### src/rtl/cache_types_pkg.sv
// Shared types for the instruction cache: address split, frame layout, fill FSM states.
package cache_types_pkg;

    localparam int unsigned ICACHE_SETS  = 16;
    localparam int unsigned ICACHE_CNT_W = 32;
    localparam int unsigned ICACHE_IDX_W = $clog2(ICACHE_SETS);
    localparam int unsigned ICACHE_TAG_W = 32 - ICACHE_IDX_W - 2;

    typedef struct packed {
        logic [ICACHE_TAG_W-1:0] tag;
        logic [ICACHE_IDX_W-1:0] idx;
        logic [1:0]              bytoff;
    } icachef_t;

    typedef struct packed {
        logic                    valid;
        logic [ICACHE_TAG_W-1:0] tag;
        logic [31:0]             data;
    } icache_frame_t;

    typedef enum logic {
        IDLE = 1'b0,
        FILL = 1'b1
    } icache_state_t;

endpackage

### src/rtl/icache_direct.sv
// Direct-mapped, single-word-block, read-only instruction cache with a blocking fill FSM
// and saturating hit/miss counters.
module icache_direct
    import cache_types_pkg::*;
#(
    parameter int unsigned SETS  = ICACHE_SETS,
    parameter int unsigned CNT_W = ICACHE_CNT_W
) (
    input  logic             CLK,
    input  logic             RST,
    input  logic             imemREN,
    input  logic [31:0]      imemaddr,
    output logic             ihit,
    output logic [31:0]      imemload,
    input  logic             flush,
    output logic             iREN,
    output logic [31:0]      iaddr,
    input  logic             iwait,
    input  logic [31:0]      iload,
    output logic [CNT_W-1:0] hit_count,
    output logic [CNT_W-1:0] miss_count
);

    localparam int unsigned IDX_W = $clog2(SETS);
    localparam int unsigned TAG_W = 32 - IDX_W - 2;

    typedef struct packed {
        logic [TAG_W-1:0] tag;
        logic [IDX_W-1:0] idx;
        logic [1:0]       bytoff;
    } addr_t;

    icache_state_t    state, state_next;
    addr_t            req;
    addr_t            miss_addr;
    logic [SETS-1:0]  valid;
    logic [TAG_W-1:0] tags  [SETS];
    logic [31:0]      datas [SETS];
    logic             flush_seen;
    logic             hit;
    logic             miss_start;
    logic             fill_done;
    logic             unused_bytoff;

    assign req           = imemaddr;
    assign unused_bytoff = ^req.bytoff;

    // State register; reset aborts any fill in flight
    always_ff @(posedge CLK or posedge RST) begin
        if (RST) begin
            state <= IDLE;
        end else begin
            state <= state_next;
        end
    end

    // Next state, hit path and memory request
    always_comb begin
        state_next = state;
        hit        = 1'b0;
        miss_start = 1'b0;
        fill_done  = 1'b0;
        ihit       = 1'b0;
        imemload   = '0;
        iREN       = 1'b0;
        iaddr      = '0;
        case (state)
            IDLE: begin
                hit = imemREN & valid[req.idx] & (tags[req.idx] == req.tag);
                if (hit) begin
                    ihit     = 1'b1;
                    imemload = datas[req.idx];
                end else if (imemREN) begin
                    miss_start = 1'b1;
                    state_next = FILL;
                end
            end
            FILL: begin
                iREN  = 1'b1;
                iaddr = miss_addr;
                if (!iwait) begin
                    fill_done  = 1'b1;
                    state_next = IDLE;
                end
            end
            default: state_next = IDLE;
        endcase
    end

    // Miss address is captured once; the fetch port is ignored until the fill retires
    always_ff @(posedge CLK or posedge RST) begin
        if (RST) begin
            miss_addr <= '0;
        end else if (miss_start) begin
            miss_addr <= {req.tag, req.idx, 2'b00};
        end
    end

    // A flush seen at any point of the fill keeps the filled frame invalid
    always_ff @(posedge CLK or posedge RST) begin
        if (RST) begin
            flush_seen <= 1'b0;
        end else if (fill_done) begin
            flush_seen <= 1'b0;
        end else if ((state == FILL) && flush) begin
            flush_seen <= 1'b1;
        end
    end

    always_ff @(posedge CLK or posedge RST) begin
        if (RST) begin
            valid <= '0;
        end else if (flush) begin
            valid <= '0;
        end else if (fill_done) begin
            valid[miss_addr.idx] <= ~flush_seen;
        end
    end

    // Tag/data storage carries no reset; valid gates every use
    always_ff @(posedge CLK) begin
        if (fill_done) begin
            tags[miss_addr.idx]  <= miss_addr.tag;
            datas[miss_addr.idx] <= iload;
        end
    end

    always_ff @(posedge CLK or posedge RST) begin
        if (RST) begin
            hit_count  <= '0;
            miss_count <= '0;
        end else begin
            if (hit && (hit_count != {CNT_W{1'b1}})) begin
                hit_count <= hit_count + CNT_W'(1);
            end
            if (miss_start && (miss_count != {CNT_W{1'b1}})) begin
                miss_count <= miss_count + CNT_W'(1);
            end
        end
    end

endmodule

### config.mk
export PLATFORM = sky130hd
export DESIGN_NAME = icache_direct
export DESIGN_NICKNAME = d
export VERILOG_FILES = /design/src/rtl/cache_types_pkg.sv /design/src/rtl/icache_direct.sv
export SDC_FILE = /design/constraint.sdc
export NUM_CORES = 1
export LEC_CHECK = 0
export BUFFER_PORTS_ARGS = -buffer_cell sky130_fd_sc_hd__buf_2
export CORE_MARGIN = 4
export CORE_UTILIZATION = 40
export DETAILED_ROUTE_END_ITERATION = 8
export HOLD_SLACK_MARGIN = 0.1
export SYNTH_ARGS = -nofsm -noshare
export SYNTH_HDL_FRONTEND = slang
export SYNTH_SLANG_ARGS = --single-unit
### constraint.sdc
create_clock -name CLK -period 11.85 [get_ports CLK]
set_clock_uncertainty 0.2 [all_clocks]
set_input_delay 0.5925 -clock CLK [delete_from_list [all_inputs] [get_ports CLK]]
set_output_delay 0.5925 -clock CLK [all_outputs]
set_load 0.005 [all_outputs]
==> run summary <==
Yosys cell types -> 75
XOR/XNOR share of the synthesized area -> 0.0152
fmax -> 0.140 GHz
top_reg_cell synth -> edfxtp_1
core region area -> 103000 um^2
post-synthesis compound-gate area fraction -> 0.0179
global-route wire length before repair -> 150 mm
Multi-input gate area -> 10500 um^2
CP peak stage delay -> 0.81 ns
Fin. Hold Viols -> 0
CP startpoint -> imemaddr[3]
Final Cycle Share -> 0.602
Synth top area share -> 0.670
Reg clk slew, reported paths -> 0.06 ns
crit path kind -> input pin to primary output
Synth Area in Adders -> 0.000601
cell breakdown of the critical path -> buf_6 > buf_4 > nor2b_1 > a22oi_1 > a31oi_1 > or4b_1 > nor4_1 > nand4b_1 > buf_4 > and2b_1 > buf_2
synth cell count leaders -> edfxtp_1 (928), mux4_2 (238), dfrtp_1 (112), mux2i_1 (78), nor2_1 (56)
Initial Util -> 0.403
P_leak -> 0.0164 uW
area occupied by registers -> 30700 um^2
global routing's busiest layer -> met2
post-DR wirelength/cell -> 26.4 um
Die H -> 331 um
Worst Path Arrival -> 6.34 ns
Post-CTS Repair Setup Buffers -> 0
# DRC -> 0
H-tree Lvls -> 3
Detailed Route Iter0 Violations -> 1887
die area -> 109000 um^2
nets -> 2439
worst min-delay path class -> flip-flop to flip-flop
final setup violation count -> 0
num rows -> 118
Crit Path Max Fanout -> 76
overall routing resource usage -> 0.186
post-route ant nets -> 0
post-synthesis cell count -> 2072
Synth Area in Simple Gates -> 0.0508
CP Launch Type -> input pin
Slew headroom -> 0.241
FFs w/ async S/R, synth -> 0.108
number of warnings reported in the yosys synthesis log -> 0
met3 Use GR -> 0.0283
# clock sinks -> 1040
Post-synth EDFFs -> 928
Vias -> 21400
synthesized area -> 41600 um^2
root buffer cell -> clkbuf_16
crit path to -> imemload[31]
Max Slew Vio Count -> 0
Cell Pwr Density -> 171 nW/um^2
CTS tree -> built
maxcap violations -> 0
Max Root-Sink Buffers -> 3
CTS Buf Count -> 106
synth top area cells -> edfxtp_1 (67%), mux4_2 (13%), dfrtp_1 (6.7%)
synth-to-layout area growth -> 16.3%
r2r startpoint -> tags[3][14]$_DFFE_PP_
mux cell area share after synthesis -> 0.164
Syn Area/Cell -> 20.1 um^2
IO Pins -> 199
worst-margin pin slew -> 1.14 ns
worst skew pair latency -> 0.67 ns
Die Width -> 331 um
first-pass iteration count of the detailed router -> 6
layout cell share with drive strength beyond 1 -> 0.282
register area share after synthesis -> 0.737
vias in the first global route -> 22100
reg2reg setup slack -> 6.92 ns
post-synth top area cell -> edfxtp_1
Total Wirelength -> 102 mm
antenna violations before repair -> 6
Routability Congestion -> 0.797
endpoint class of the critical path -> primary output
met2 Track Usage GR -> 0.308
RSZ-0062 raised after global routing -> no
result of the run -> finished, final reports clean
Critical Path Slowest Stage Cell -> nand4b_1
sum of negative setup slack -> 0 ns
final worst path period need -> 7.13 ns
r2r worst-path depth -> 10
largest family of logic cells by synthesized area -> multiplexers
Most common cell on crit path -> buf_4
RR Endpoint -> hit_count[30]$_DFFE_PP0P_
count leader, synth -> edfxtp_1
total power -> 8290 uW
largest net degree at the start of global routing -> 132
Yosys reg bits -> 1040
Congestion Overflow GR -> 0
Buffers on Ports -> 194
HPWL after DPL -> 54.6 mm
Worst VDD drop -> 0.000111 V
vias per cell -> 5.56
met1 Usage GRT -> 0.264
Crit path required time -> 11.06 ns
Fill cells -> 8642
-- cells by family (layout without fill, tap and decap cells) --
family,after synthesis,after routing
muxes,367,367
DFF,1040,1040
xor gates and xnor gates,72,72
adders and majority gates,2,2
other,1,7
AOI/OAI and AO/OA,102,102
and+or+nand+nor,372,372
buffers and inverters,116,500
-- flip-flops by register name, indices dropped and copies added, names as in the netlist --
| name | flops |
|---|---|
| datas | 512 |
| tags | 416 |
| hit_count | 32 |
| miss_count | 32 |
| miss_addr | 30 |
| valid | 16 |
| flush_seen | 1 |
| state | 1 |
-- worst max-delay path, delay by kind of cell --
family          cells  cell delay, ns
compound gates      2            0.52
buf+inv             4            2.14
simple gates        5            2.90
-- per-layer routing --
| metal | share of wire | wire (um) |
|---|---|---|
| met4 | 0.017 | 1760 |
| met3 | 0.055 | 5580 |
| met1 | 0.43 | 43700 |
| met5 | 0.000079 | 8 |
| met2 | 0.50 | 50500 |
-- what timing repair did --
item | CTS | global route
hold buffers | 61 | 0
endpoints found under the setup margin | 0 | 0
endpoints found under the hold margin | 603 | 0
resized for setup | 0 | 0
-- through the flow --
| step | util | std cells | worst slack [ns] | hold WS (ns) | instance area, um^2 |
|---|---|---|---|---|---|
| final | 0.468 | 3842 | 4.72 | 0.286 | 48400 |
| after global routing | 0.468 | 3838 | 4.42 | 0.312 | 48400 |
| after CTS | 0.468 | 3837 | 4.66 | 0.271 | 48400 |
| after detailed placement | 0.428 | 3579 | 4.71 | 0.281 | 44200 |
| after global placement | 0.428 | 3579 | 4.76 | 0.270 | 44200 |
| after floorplan | - | 2073 | 5.65 | 0.278 | 41600 |
-- how the worst min path moves through the flow --
| stage | startpoint | to | slack [ns] | cells after the start |
|---|---|---|---|---|
| 2_1_floorplan | hit_count[18]$_DFFE_PP0P_ | hit_count[18]$_DFFE_PP0P_ | 0.28 | 1 |
| 3_3_place_gp | hit_count[18]$_DFFE_PP0P_ | hit_count[18]$_DFFE_PP0P_ | 0.27 | 1 |
| 3_5_place_dp | miss_count[27]$_DFFE_PP0P_ | miss_count[27]$_DFFE_PP0P_ | 0.28 | 1 |
| 4_1_cts | imemREN | miss_count[28]$_DFFE_PP0P_ | 0.27 | 4 |
| 5_1_grt | hit_count[14]$_DFFE_PP0P_ | hit_count[14]$_DFFE_PP0P_ | 0.31 | 1 |
| 6_report | hit_count[26]$_DFFE_PP0P_ | hit_count[26]$_DFFE_PP0P_ | 0.29 | 1 |
-- placed cells by master (no fill, tap or decap), types with 43 or more instances in the layout --
master / instances
buf_2: 191
mux4_2: 238
edfxtp_1: 928
nand2_1: 47
dfrtp_1: 111
xnor2_1: 43
dlygate4sd3_1: 61
nand3_1: 43
clkbuf_16: 106
nor2b_1: 48
nor2_1: 44
mux2i_1: 78
-- final cells by class --
class | count | share of cell area
multi-input combinational | 917 | 0.216
tap | 1380 | 0.0357
timing repair buffer | 291 | 0.0391
sequential | 1040 | 0.634
clock buffer | 141 | 0.0586
antenna | 5 | 0.000259
clock inverter | 56 | 0.0151
inverter | 12 | 0.00101
-- report_power, final --
group          switching, uW  leakage, uW  total [uW]  internal, uW
logic                    318      0.00487         551           233
clock network           1390      0.00172        3410          2020
registers                134      0.00981        4330          4200
total                   1840       0.0164        8290          6450
Note: power is estimated with default switching activity, not from simulation.
